File: src/rtl/muldiv_defs.sv
// ============================================================================
//  Module      : muldiv_defs (package)
//  Description : Shared RV32M funct3 op codes, FSM state encodings and
//                operand-signedness helpers for the iterative mul/div unit.
//  Revision    : 1.0 - initial release
// ============================================================================
`default_nettype none

package muldiv_defs;

    // RV32M funct3 encodings
    localparam logic [2:0] F3_MUL    = 3'b000;
    localparam logic [2:0] F3_MULH   = 3'b001;
    localparam logic [2:0] F3_MULHSU = 3'b010;
    localparam logic [2:0] F3_MULHU  = 3'b011;
    localparam logic [2:0] F3_DIV    = 3'b100;
    localparam logic [2:0] F3_DIVU   = 3'b101;
    localparam logic [2:0] F3_REM    = 3'b110;
    localparam logic [2:0] F3_REMU   = 3'b111;

    // FSM state encodings
    localparam int         ST_W     = 2;
    localparam logic [1:0] ST_IDLE  = 2'd0;
    localparam logic [1:0] ST_CALC  = 2'd1;
    localparam logic [1:0] ST_FIXUP = 2'd2;
    localparam logic [1:0] ST_DONE  = 2'd3;

    // rs1 is treated as two's complement for every signed op including MULHSU
    function automatic logic a_is_signed(input logic [2:0] f3);
        return (f3 == F3_MUL) || (f3 == F3_MULH) || (f3 == F3_MULHSU) ||
               (f3 == F3_DIV) || (f3 == F3_REM);
    endfunction

    // rs2 is unsigned for MULHSU and for all *U ops
    function automatic logic b_is_signed(input logic [2:0] f3);
        return (f3 == F3_MUL) || (f3 == F3_MULH) ||
               (f3 == F3_DIV) || (f3 == F3_REM);
    endfunction

endpackage

`default_nettype wire

File: src/rtl/muldiv_iter_core.sv
// ============================================================================
//  Module      : muldiv_iter_core
//  Description : One-step-per-enable datapath over a 2*XLEN working register.
//                mode=0: shift-add multiply, acc ends as {hi,lo} product.
//                mode=1: restoring divide, acc ends as {remainder,quotient}.
//                Operands are unsigned magnitudes.
//  Revision    : 1.0 - initial release
// ============================================================================
`default_nettype none

module muldiv_iter_core #(
    parameter int XLEN = 32
) (
    input  logic            clk,
    input  logic            rst,
    input  logic            i_en,
    input  logic            i_mode,
    input  logic            i_init,
    input  logic [XLEN-1:0] i_a,
    input  logic [XLEN-1:0] i_b,
    output logic [XLEN-1:0] o_acc_hi,
    output logic [XLEN-1:0] o_acc_lo
);

    logic [2*XLEN-1:0] r_acc;
    logic [XLEN-1:0]   r_opnd;   // multiplicand (mul) or divisor (div)

    logic [XLEN:0]     w_mul_sum;
    logic [2*XLEN-1:0] w_mul_next;
    logic [XLEN:0]     w_div_shift;
    logic              w_div_ge;
    logic [XLEN-1:0]   w_div_diff;
    logic [2*XLEN-1:0] w_div_next;

    // Next-step values for both modes; the multiplier sits in the low half
    // and is consumed LSB first, the dividend is shifted out MSB first.
    always_comb begin
        w_mul_sum   = {1'b0, r_acc[2*XLEN-1:XLEN]} +
                      (r_acc[0] ? {1'b0, r_opnd} : {(XLEN+1){1'b0}});
        w_mul_next  = {w_mul_sum, r_acc[XLEN-1:1]};
        w_div_shift = r_acc[2*XLEN-1:XLEN-1];
        w_div_ge    = (w_div_shift >= {1'b0, r_opnd});
        // Partial remainder stays below the divisor, so the difference fits
        w_div_diff  = w_div_shift[XLEN-1:0] - r_opnd;
        w_div_next  = {(w_div_ge ? w_div_diff : w_div_shift[XLEN-1:0]),
                       r_acc[XLEN-2:0], w_div_ge};
    end

    // Working register: load on init, one iteration per enable
    always_ff @(posedge clk or posedge rst) begin
        if (rst) begin
            r_acc  <= '0;
            r_opnd <= '0;
        end else if (i_init) begin
            r_acc  <= i_mode ? {{XLEN{1'b0}}, i_a} : {{XLEN{1'b0}}, i_b};
            r_opnd <= i_mode ? i_b : i_a;
        end else if (i_en) begin
            r_acc  <= i_mode ? w_div_next : w_mul_next;
        end
    end

    assign o_acc_hi = r_acc[2*XLEN-1:XLEN];
    assign o_acc_lo = r_acc[XLEN-1:0];

endmodule

`default_nettype wire

File: src/rtl/muldiv_unit.sv
// ============================================================================
//  Module      : muldiv_unit
//  Description : Iterative RV32M multiply/divide unit. 32 CALC iterations,
//                one FIXUP for sign/select, then a registered done pulse with
//                the writeback result, destination and write enable.
//  Revision    : 1.0 - initial release
// ============================================================================
`default_nettype none

module muldiv_unit
    import muldiv_defs::*;
#(
    parameter int XLEN  = 32,
    parameter int CNT_W = 5
) (
    input  logic            clock,
    input  logic            reset,
    input  logic            start,
    input  logic [2:0]      funct3,
    input  logic [XLEN-1:0] op_a,
    input  logic [XLEN-1:0] op_b,
    input  logic [4:0]      rd_in,
    output logic            busy,
    output logic            done,
    output logic [XLEN-1:0] result,
    output logic [4:0]      rd_out,
    output logic            wen_out
);

    localparam logic [CNT_W-1:0] c_CNT_LAST = CNT_W'(XLEN - 1);
    localparam logic [XLEN-1:0]  c_INT_MIN  = {1'b1, {(XLEN-1){1'b0}}};
    localparam logic [XLEN-1:0]  c_ALL_ONES = {XLEN{1'b1}};

    logic [ST_W-1:0]  r_state;
    logic [ST_W-1:0]  w_next_state;
    logic [CNT_W-1:0] r_cnt;
    logic [2:0]       r_f3;
    logic [XLEN-1:0]  r_a;
    logic [XLEN-1:0]  r_b;
    logic [4:0]       r_rd;
    logic             r_special;
    logic             r_neg;
    logic [XLEN-1:0]  r_result;
    logic [4:0]       r_rd_out;
    logic             r_done;

    logic             w_accept;
    logic             w_a_neg;
    logic             w_b_neg;
    logic [XLEN-1:0]  w_a_mag;
    logic [XLEN-1:0]  w_b_mag;
    logic             w_special;
    logic             w_neg;
    logic             w_core_en;
    logic             w_core_init;
    logic             w_core_mode;
    logic             w_load_result;
    logic [XLEN-1:0]  w_acc_hi;
    logic [XLEN-1:0]  w_acc_lo;
    logic [2*XLEN-1:0] w_prod_adj;
    logic [XLEN-1:0]  w_quo_adj;
    logic [XLEN-1:0]  w_rem_adj;
    logic [XLEN-1:0]  w_fix_result;

    // Request decode: accept only in IDLE and not while the done pulse is out
    // (the core re-issues a start that collides with done).
    always_comb begin
        w_accept  = (r_state == ST_IDLE) && start && !r_done;
        w_a_neg   = a_is_signed(funct3) && op_a[XLEN-1];
        w_b_neg   = b_is_signed(funct3) && op_b[XLEN-1];
        w_a_mag   = w_a_neg ? -op_a : op_a;
        w_b_mag   = w_b_neg ? -op_b : op_b;
        w_special = funct3[2] &&
                    ((op_b == '0) ||
                     (((funct3 == F3_DIV) || (funct3 == F3_REM)) &&
                      (op_a == c_INT_MIN) && (op_b == c_ALL_ONES)));
        // REM takes the dividend's sign; everything else the XOR of the
        // effective signs (unsigned operands contribute zero).
        w_neg     = (funct3 == F3_REM) ? w_a_neg : (w_a_neg ^ w_b_neg);
    end

    // State register
    always_ff @(posedge clock or posedge reset) begin
        if (reset) r_state <= ST_IDLE;
        else       r_state <= w_next_state;
    end

    // Next-state logic
    always_comb begin
        w_next_state = r_state;
        case (r_state)
            ST_IDLE:  if (w_accept) w_next_state = w_special ? ST_FIXUP : ST_CALC;
            ST_CALC:  if (r_cnt == c_CNT_LAST) w_next_state = ST_FIXUP;
            ST_FIXUP: w_next_state = ST_DONE;
            ST_DONE:  w_next_state = ST_IDLE;
            default:  w_next_state = ST_IDLE;
        endcase
    end

    // Outputs and datapath controls decoded from state
    always_comb begin
        w_core_en     = (r_state == ST_CALC);
        w_core_init   = w_accept && !w_special;
        w_core_mode   = (r_state == ST_IDLE) ? funct3[2] : r_f3[2];
        w_load_result = (r_state == ST_FIXUP);
        busy          = (r_state != ST_IDLE) || r_done;
        done          = r_done;
        wen_out       = r_done && (r_rd_out != 5'd0);
        result        = r_result;
        rd_out        = r_rd_out;
    end

    muldiv_iter_core #(
        .XLEN (XLEN)
    ) u_core (
        .clk      (clock),
        .rst      (reset),
        .i_en     (w_core_en),
        .i_mode   (w_core_mode),
        .i_init   (w_core_init),
        .i_a      (w_a_mag),
        .i_b      (w_b_mag),
        .o_acc_hi (w_acc_hi),
        .o_acc_lo (w_acc_lo)
    );

    // Sign correction and result selection for the FIXUP cycle
    always_comb begin
        w_prod_adj = r_neg ? -{w_acc_hi, w_acc_lo} : {w_acc_hi, w_acc_lo};
        w_quo_adj  = r_neg ? -w_acc_lo : w_acc_lo;
        w_rem_adj  = r_neg ? -w_acc_hi : w_acc_hi;
        if (r_special) begin
            // funct3[1] separates REM/REMU from DIV/DIVU
            if (r_b == '0) w_fix_result = r_f3[1] ? r_a : c_ALL_ONES;
            else           w_fix_result = r_f3[1] ? '0  : c_INT_MIN;
        end else begin
            case (r_f3)
                F3_MUL:                       w_fix_result = w_prod_adj[XLEN-1:0];
                F3_MULH, F3_MULHSU, F3_MULHU: w_fix_result = w_prod_adj[2*XLEN-1:XLEN];
                F3_DIV, F3_DIVU:              w_fix_result = w_quo_adj;
                default:                      w_fix_result = w_rem_adj;
            endcase
        end
    end

    // Request latch, iteration counter, output registers and done pulse
    always_ff @(posedge clock or posedge reset) begin
        if (reset) begin
            r_cnt     <= '0;
            r_f3      <= '0;
            r_a       <= '0;
            r_b       <= '0;
            r_rd      <= '0;
            r_special <= 1'b0;
            r_neg     <= 1'b0;
            r_result  <= '0;
            r_rd_out  <= '0;
            r_done    <= 1'b0;
        end else begin
            if (w_accept) begin
                r_cnt     <= '0;
                r_f3      <= funct3;
                r_a       <= op_a;
                r_b       <= op_b;
                r_rd      <= rd_in;
                r_special <= w_special;
                r_neg     <= w_neg;
            end else if (w_core_en) begin
                r_cnt <= r_cnt + 1'b1;
            end
            if (w_load_result) begin
                r_result <= w_fix_result;
                r_rd_out <= r_rd;
            end
            r_done <= (r_state == ST_DONE);
        end
    end

endmodule

`default_nettype wire

File: config.mk
export PLATFORM = sky130hd
export DESIGN_NAME = muldiv_unit
export DESIGN_NICKNAME = d
export VERILOG_FILES = /design/src/rtl/muldiv_defs.sv /design/src/rtl/muldiv_iter_core.sv /design/src/rtl/muldiv_unit.sv
export SDC_FILE = /design/constraint.sdc
export NUM_CORES = 1
export LEC_CHECK = 0
export ABC_AREA = 0
export ABC_CLOCK_PERIOD_IN_PS = 6950
export CAP_MARGIN = 20
export CORE_ASPECT_RATIO = 0.9
export CORE_UTILIZATION = 35
export DETAILED_ROUTE_END_ITERATION = 16
export PLACE_DENSITY = 0.56
export SLEW_MARGIN = 20
export SYNTH_ARGS = -nofsm -noshare
export SYNTH_HDL_FRONTEND = slang
export SYNTH_SLANG_ARGS = --single-unit
File: constraint.sdc
create_clock -name clock -period 6.95 [get_ports clock]
set_clock_uncertainty 0.1 [all_clocks]
set_input_delay 0.695 -clock clock [delete_from_list [all_inputs] [get_ports clock]]
set_output_delay 0.695 -clock clock [all_outputs]
set_load 0.02 [all_outputs]
=== Word level (Yosys, flattened, before mapping) ===
Cells that the tools add are included.
W data, S select, Z words.

* Add/sub/neg operators: 8
* Order comparisons: 1
* Equal/unequal tests: 17
* Muxes and demuxes: 25
* Bitwise logic cells: 1
* Reduce and logical (&&, ||, !) cells: 32

{| class="wikitable"
|+ Operator list
! kind !! number
|-
| $mux W32 || 12
|-
| $mux W64 || 4
|-
| $neg A32 Y32 || 4
|-
| $pmux W32 S3 || 1
|-
| $eq A32 B32 Y1 const B || 2
|-
| $logic_not A32 Y1 || 2
|-
| $neg A64 Y64 || 1
|-
| $add A32 B33 Y33 || 1
|-
| $ge A33 B32 Y1 || 1
|-
| $sub A32 B32 Y32 || 1
|-
| $eq A3 B3 Y1 const B || 4
|-
| $mux W5 || 2
|-
| $eq A3 B2 Y1 const B || 3
|-
| $logic_and A1 B1 Y1 || 9
|-
| $logic_or A1 B1 Y1 || 9
|-
| $pmux W2 S4 || 1
|-
| $eq A3 B1 Y1 const B || 2
|-
| $logic_not A3 Y1 || 2
|-
| $mux W2 || 3
|-
| $reduce_bool A2 Y1 || 3
|-
| $add A5 B1 Y5 const B || 1
|-
| $eq A5 B5 Y1 const B || 1
|-
| $reduce_bool A5 Y1 || 1
|-
| $eq A2 B2 Y1 const B || 2
|-
| other kinds (9) || 12
|}

* Flip-flop bits (word level): 215
* Input port bits: 75
* Output and inout port bits: 40

=== Depth between registers and ports, before layout ===
* Depth in word-level cells: 9
* Depth in mapped cells: 14
* Depth with buffers taken out: 13

=== By module ===
A second synthesis with hierarchy kept.

* Cell total of the unflattened synthesis: 2221
* Area total of the unflattened synthesis: 17910.9 µm²

{| class="wikitable"
|+ Modules (own cells, without submodules)
! module !! times used !! cells an instance !! area an instance (µm²) !! seq. area each (µm²)
|-
| muldiv_iter_core || 1 || 1086 || 9046.2 || 2402.3
|-
| muldiv_unit || 1 || 1135 || 8864.8 || 2977.9
|}

=== Worst setup path before layout ===
No wires, ideal clock.

* Path kind: flip-flop to flip-flop
* Start: reg u_core.r_acc[0]
* End: reg u_core.r_acc[55]
* Setup time: 0.122 ns
* Data arrival time: 3.176 ns
* Slack: 3.553 ns
* Stages on the path, launching flop included: 14
* Buffers on the path: 1
* Cells stage by stage: dfrtp_1 > inv_1 > clkbuf_1 > nor2_1 > ha_1 > nor2b_1 > o31a_1 > o2111ai_1 > a21boi_1 > o41a_1 > o41ai_1 > xor2_1 > a21oi_1 > a32o_1

* Longest elaborated chain between the ends: 5

{| class="wikitable"
|+ Ends and longest elaborated chain
! element !! RTL line !! source
|-
| from (decl) || muldiv_iter_core.sv:25 || <nowiki>logic [2*XLEN-1:0] r_acc;</nowiki>
|-
| from (signal assigned) || muldiv_iter_core.sv:55 || <nowiki>r_acc <= i_mode ? {{XLEN{1'b0}}, i_a} : {{XLEN{1'b0}}, i_b};</nowiki>
|-
| from (signal assigned) || muldiv_iter_core.sv:58 || <nowiki>r_acc <= i_mode ? w_div_next : w_mul_next;</nowiki>
|-
| $mux W32 || muldiv_iter_core.sv:39 || <nowiki>(r_acc[0] ? {1'b0, r_opnd} : {(XLEN+1){1'b0}});</nowiki>
|-
| $add A32 B33 Y33 || muldiv_iter_core.sv:38 || <nowiki>w_mul_sum = {1'b0, r_acc[2*XLEN-1:XLEN]} +</nowiki>
|-
| $mux W64 || muldiv_iter_core.sv:58 ||
|-
| $mux W64 || muldiv_iter_core.sv:57 || <nowiki>end else if (i_en) begin</nowiki>
|-
| $mux W64 || muldiv_iter_core.sv:54 || <nowiki>end else if (i_init) begin</nowiki>
|}

Every way passes these cells. The select of a mux whose other input is x is not followed.
A chain may end at the register's enable or synchronous reset.

=== Final worst setup path ===
* Start: reg u_core.r_acc[39]
* End: reg u_core.r_acc[60]

* Longest elaborated chain between the ends: 5

{| class="wikitable"
|+ Ends and longest elaborated chain
! element !! RTL line !! source
|-
| $sub A32 B32 Y32 / $ge A33 B32 Y1 (equally long branches) || muldiv_iter_core.sv:44, muldiv_iter_core.sv:42 ||
|-
| $mux W32 || muldiv_iter_core.sv:45 || <nowiki>w_div_next = {(w_div_ge ? w_div_diff : w_div_shift[XLEN-1:0]),</nowiki>
|-
| $mux W64 * || muldiv_iter_core.sv:58 ||
|-
| $mux W64 * || muldiv_iter_core.sv:57 ||
|-
| $mux W64 * || muldiv_iter_core.sv:54 ||
|}

Mark *: on every way between the ends. The rest lies on a longest branch, timed or not. The select of a mux whose other input is x is not followed.

==> key figures <==
Status
  • Status: finished, final reports clean

Yosys
  • Commonest cells in the netlist: 448 x nand2_1, 236 x o21ai_0, 215 x dfrtp_1
  • Yosys top cell by area: dfrtp_1
  • Post-synth EDFFs: 0
  • Seq/Total Area, Yosys: 0.301
  • Synth Instances: 2366
  • Synth unique cells: 84
  • Synth area leaders: dfrtp_1 30%, nand2_1 9.4%, o21ai_0 6.6%
  • Post-synth top area share: 0.301
  • Synth async-reset ratio: 1.00
  • Count leader, synth: nand2_1
  • Syn nets: 2519
  • Synth Flop Type: dfrtp_1
  • Synth warn: 0
  • Mapped cell area: 17900 sq um
  • Seq cells post-synth: 215
  • Syn avg cell area: 7.56 sq um

Power and ir drop
  • Total power: 11600 uW
  • Leakage power: 0.00835 uW
  • Worst vdd ir: 0.222 mV
  • Power per cell area: 571 nW/um^2

Placed design
  • DP Cell Count: 3020
  • DP HPWL: 54.0 mm
  • Placed cell area: 19400 sq um
  • Global placement routability congestion: 0.983
  • IO Port Bufs: 114

Setup path
  • R2R Setup Slk: 2.52 ns
  • CP Depth: 10
  • Kind of critical path: flip-flop to flip-flop
  • Worst Path Required: 7.34 ns
  • Capturing point of the worst reg2reg path: u_core.r_acc[60]
  • Worst Setup EP: u_core.r_acc[60]
  • CP Data Arrival Time: 4.82 ns
  • Crit path max-delay cell type: nor2_2
  • RR Startpoint: u_core.r_acc[39]
  • Buf+Inv Stages, Crit Path: 0
  • Crit path max-delay family: compound AO/OA/AOI/OAI gates
  • CP peak stage delay: 0.93 ns
  • Worst R2R Path Depth: 10
  • Crit path launch: u_core.r_acc[39]
  • Crit start category: flip-flop
  • Cells along the critical path: ha_1, a21oi_1, o21ai_0, and2_1, a31o_2, o31a_1, o311a_1, nor2_2, o21ai_0, a211oi_2
  • Max FO, Critical Path: 19
  • Crit. End Element: flip-flop
  • CP most frequent cell: o21ai_0

Clock network
  • Clock-pin slew on the worst setup and hold paths: 0.07 ns
  • Post-CTS resize count: 0
  • CTS tree: done
  • Root buffer cell: clkbuf_16
  • Clock Sinks: 215
  • CTS H-Tree Depth: 1
  • Clk_lat worst skew: 0.57 ns
  • CTS buffer count: 27
  • Post-CTS Setup Bufs: 0
  • Max Buffers Root-to-Sink: 3
  • Hold_buf cts: 0

STA
  • Worst-margin pin slew: 1.09 ns
  • Final period util: 0.638
  • Max_slew headroom: 0.270
  • Hold Violations, Final: 0
  • Post-Route Setup TNS: 0 ns
  • Achievable clock frequency: 226 MHz
  • Final Slew Violations: 0
  • Tmin final: 4.43 ns
  • Worst hold slack: 0.375 ns
  • Endpoints failing setup: 0
  • RSZ-0062 raised after global routing: false

Detailed routing
  • Via count: 18300
  • Total wire length: 71.7 mm
  • DRT Pass-1 Iters: 6
  • Per-cell routed wire length: 23.4 um
  • Post-route ant nets: 0
  • 1st-iter DRT viols: 2241
  • DR vias/cell: 5.96
  • Remaining DRCs: 0

Cells and area
  • Area grow syn2layout: 13.7%
  • Post-Layout Cell Count: 3069
  • Post-route design area: 20300 sq um
  • Net count, final: 2522
  • Fill cells: 5205
  • Layout cell share with drive strength beyond 1: 0.0502
  • ANT cells: 0

Die
  • Die X: 240 um
  • Cell row count: 78
  • Core Region: 50500 sq um
  • I/O pin cnt: 115
  • Starting Density: 0.354
  • Die span in y: 216 um
  • DIE AREA: 52000 sq um

Global routing
  • GRT overflow: 0
  • First-pass GRT wire length: 107 mm
  • Initial antenna violation count: 0
  • Vias in the first global route: 16900
  • Pin count of the biggest net entering global routing: 125
  • All-Layer GR Usage: 0.271

Flow run
  • Max_cap viols: 0

Worst hold path
  • HP Class: flip-flop to flip-flop
[state kept, by name, indices dropped and copies added, names as in the netlist]
register,cells
r_special,1
r_f3,3
rd_out,5
r_neg,1
u_core.r_opnd,32
r_state,2
r_b,32
done,1
r_cnt,5
r_rd,5
u_core.r_acc,64
result,32
r_a,32
[report_power, final]
part | total, uW | switching (uW) | internal (uW)
Clock | 1430 | 616 | 815
Combinational | 7480 | 4770 | 2710
Sequential | 2700 | 839 | 1860
[how the worst min path moves through the flow]
stage,from,endpoint,slack (ns),depth (start not counted)
6_report,r_rd[1],r_rd[1],0.37,2
5_1_grt,r_a[13],r_a[13],0.39,2
4_1_cts,r_rd[4],r_rd[4],0.38,2
3_5_place_dp,r_rd[4],r_rd[4],0.36,2
3_3_place_gp,r_rd[3],r_rd[3],0.35,2
2_1_floorplan,r_rd[0],r_rd[0],0.34,2
[worst register-to-register path, stage by stage, from the launching register on]
cell and delay, ns:
dfrtp_1 0.71, ha_1 0.41, a21oi_1 0.18, o21ai_0 0.16, and2_1 0.17, a31o_2 0.24, o31a_1 0.29, o311a_1 0.60
nor2_2 0.93, o21ai_0 0.30, a211oi_2 0.26
[cell type report]
class | instances | area (sq um) | share of cell area
Clock inverter | 15 | 120 | 0.00591
Clock buffer | 34 | 762 | 0.0375
Multi-Input combinational cell | 1904 | 11600 | 0.569
Tap cell | 680 | 851 | 0.0419
Inverter | 83 | 319 | 0.0157
Timing Repair Buffer | 138 | 1330 | 0.0656
Sequential cell | 215 | 5380 | 0.265
[metrics by stage]
stage | util | setup slack, ns
finish | 0.403 | 2.52
global route | 0.403 | 2.35
CTS | 0.403 | 2.62
detailed placement | 0.385 | 2.37
global placement | 0.385 | 2.51
floorplan | - | 0.276
[cells in the final DEF, fill, tap and decap left out, types with 8 or more instances in the layout]
cell	count
nand2_1	448
o21ai_0	236
dfrtp_1	214
a21oi_1	147
nor2_1	146
clkdlybuf4s50_1	114
xnor2_1	101
inv_1	81
o211ai_1	77
ha_1	75
nand3_1	72
xor2_1	70
nor3_1	41
o31ai_1	38
a211oi_1	28
a31oi_1	27
clkbuf_16	27
a21o_1	26
nand4_1	23
o21a_1	23
buf_4	23
o21ai_1	22
or3_1	19
nor4_1	19
o41ai_1	18
nand2b_1	15
nor2b_1	13
and2_1	13
o22ai_1	13
or4_1	12
a221oi_1	12
and3_1	11
o221ai_1	11
o21bai_1	9
clkinv_2	9
mux2i_1	8
[routing by layer]
metal  routed length, um  track usage
met2               30100        0.389
met1               32400        0.399
met3                6130       0.0490
met5                   0            0
met4                3070        0.104
[kinds of logic (layout without fill, tap and decap cells)]
family	Yosys count	count (layout)	share of synthesized area
AO/OA/AOI/OAI	767	767	0.274
flip-flops	215	215	0.301
buffers and inverters	247	270	0.0546
AND/OR/NAND/NOR	875	875	0.224
multiplexers	13	13	0.00763
XOR/XNOR	171	171	0.0838
adder cells (fa/ha/maj)	78	78	0.0554
(Power assumes the default switching activity.)
==> patch (same flow settings) <==
Register the input `op_a` before use, with the module's reset. The logic sees it one clock later. The other inputs are not delayed to match.
--- a/src/rtl/muldiv_unit.sv
+++ b/src/rtl/muldiv_unit.sv
@@ -30,6 +30,16 @@
     localparam logic [CNT_W-1:0] c_CNT_LAST = CNT_W'(XLEN - 1);
     localparam logic [XLEN-1:0]  c_INT_MIN  = {1'b1, {(XLEN-1){1'b0}}};
     localparam logic [XLEN-1:0]  c_ALL_ONES = {XLEN{1'b1}};
+
+    logic [XLEN-1:0] op_a_q;
+
+    always_ff @(posedge clock or posedge reset) begin
+        if (reset) begin
+            op_a_q <= '0;
+        end else begin
+            op_a_q <= op_a;
+        end
+    end
 
     logic [ST_W-1:0]  r_state;
     logic [ST_W-1:0]  w_next_state;
@@ -66,14 +76,14 @@
     // (the core re-issues a start that collides with done).
     always_comb begin
         w_accept  = (r_state == ST_IDLE) && start && !r_done;
-        w_a_neg   = a_is_signed(funct3) && op_a[XLEN-1];
+        w_a_neg   = a_is_signed(funct3) && op_a_q[XLEN-1];
         w_b_neg   = b_is_signed(funct3) && op_b[XLEN-1];
-        w_a_mag   = w_a_neg ? -op_a : op_a;
+        w_a_mag   = w_a_neg ? -op_a_q : op_a_q;
         w_b_mag   = w_b_neg ? -op_b : op_b;
         w_special = funct3[2] &&
                     ((op_b == '0) ||
                      (((funct3 == F3_DIV) || (funct3 == F3_REM)) &&
-                      (op_a == c_INT_MIN) && (op_b == c_ALL_ONES)));
+                      (op_a_q == c_INT_MIN) && (op_b == c_ALL_ONES)));
         // REM takes the dividend's sign; everything else the XOR of the
         // effective signs (unsigned operands contribute zero).
         w_neg     = (funct3 == F3_REM) ? w_a_neg : (w_a_neg ^ w_b_neg);
@@ -160,7 +170,7 @@
             if (w_accept) begin
                 r_cnt     <= '0;
                 r_f3      <= funct3;
-                r_a       <= op_a;
+                r_a       <= op_a_q;
                 r_b       <= op_b;
                 r_rd      <= rd_in;
                 r_special <= w_special;
Function: changed (Yosys sat finds a counterexample within 4 cycles, from zero or initial values and one cycle with reset high).
==> patch against the unedited design <==
  * Critical path type unchanged
  * Wire length shrank 0.97%
  * Critical endpoint is now u_core.r_acc[61]$_DFFE_PP0P_
  * Power shrank 2.3%
  * Largest cell class unchanged
  * Sequential cell count grew 32
  * Largest power group unchanged
  * Worst setup slack gained 0.15 ns
  * Count of clock-buffer cells in the layout is the same
  * Core utilization grew 0.18 points
  * Synthesized cell count grew 1.0%
  * Critical path depth grew 3
  * Design area grew 3.9%
  * First-iteration DRC count grew 5.0%
  * Maximum frequency grew 3.6%
  * Area after synthesis grew 4.5%
==> patch: results <==
synth:
  syn-num-nets: 2543
  ys_warn_count: 0
  muxShareOfSynthArea_pct: 2.264
  synthTopCellsByCount: "nand2_1 (419), dfrtp_1 (247), o21ai_0 (230)"
  synthAdderAreaFrac_pct: 5.305
  synth_area_leaders: "dfrtp_1 (33%), nand2_1 (8.4%), o21ai_0 (6.2%)"
  postSynthCellCount: 2390
  synth_seq_area_share_pct: 33.09
  synth_cell_type_count: 85
  synth_compound_area_share_pct: 24.41
  synth_xor_xnor_area_share_pct: 8.299
layout:
  regMostFlops: "u_core.r_acc"
  drive_gt1_share_pct: 5.104
pwr:
  power.leakage_nw: 8.610
  irDropWorstVdd_v: 0.0002005
detailed_routing:
  detail_route.iter0.violations: 2353
  via_count: 18450
  via_per_inst: 5.956
critical_path:
  max_stage_delay_ns: 0.63
  rr_startpoint: "u_core.r_acc[0]$_DFFE_PP0P_"
  critical_path_arrival_ns: 4.57
  r2r_slack_ns: 2.67
  crit_slowest_cell: "o41ai_1"
  ff2ff_path_depth: 13
  r2r-end: "u_core.r_acc[61]$_DFFE_PP0P_"
global_routing:
  first_global_vias: 17080
  grt_pass1_wl_mm: 107.4
  grt_max_degree: 155
  track_usage_pct: 25.64
place:
  dpl_worst_slack_ns: 2.609
  placed_area_um2: 20250
  dp_cells: 3050
  hpwl_mm: 53.99
  gp_congestion: 0.9281
min_path:
  hp-start: "r_rd[0]$_DFFE_PP0P_"
  hold-path-endpoint: "r_rd[0]$_DFFE_PP0P_"
outcome:
  outcome: "completed"
sta:
  fin_hold_ws_ns: 0.3708
  worstMarginPinSlew_ns: 0.9457
[patch: cell families (layout without fill, tap and decap cells)]
logic type | count (synthesis) | in the layout
AOI/OAI and AO/OA | 729 | 729
xor gates and xnor gates | 177 | 177
adders and majority gates | 78 | 78
buffers and inverters | 243 | 263
DFF | 247 | 247
muxes | 40 | 40
and+or+nand+nor | 876 | 876
[patch: worst min-delay path: cells and delay by family (launching register included)]
kind          cells  cell delay [ns]
flops             1             0.34
simple gates      2             0.10
[patch: layout make-up]
class,instances,area [µm²]
timing repair buffer,137,1344
fill,5324,31070
multi-input combinational,1900,11580
clock inverter,13,131.4
tap,688,860.8
inverter,79,300.3
clock buffer,34,721.9
sequential,247,6182
[patch: report_power, final]
group          internal [mW]  total [mW]  switching (mW)  leakage, nW
Combinational           2.59        7.00            4.41         5.18
Clock                  0.810        1.44           0.629        0.418
Sequential              2.05        2.92           0.862         3.01
[patch: worst max-delay path by stage]
stage | start | to | slack [ns] | cells after the start
6_report | u_core.r_acc[0]$_DFFE_PP0P_ | u_core.r_acc[61]$_DFFE_PP0P_ | 2.67 | 13
4_1_cts | u_core.r_acc[0]$_DFFE_PP0P_ | u_core.r_acc[61]$_DFFE_PP0P_ | 2.74 | 13
5_1_grt | u_core.r_acc[0]$_DFFE_PP0P_ | u_core.r_acc[61]$_DFFE_PP0P_ | 2.36 | 13
3_3_place_gp | op_b[0] | u_core.r_opnd[6]$_DFFE_PP0P_ | 2.68 | 12
3_5_place_dp | op_b[0] | u_core.r_opnd[6]$_DFFE_PP0P_ | 2.61 | 12
2_1_floorplan | reset | done$_DFF_PP0_ | 2.91 | 1
[patch: metal layers]
layer	up-vias	global-route usage (%)	routed length (µm)
li1	8513	-	-
met1	8996	38.83	32750
met2	837	36.93	29900
met3	106	4.027	6055
met4	0	7.694	2331
met5	-	0	0
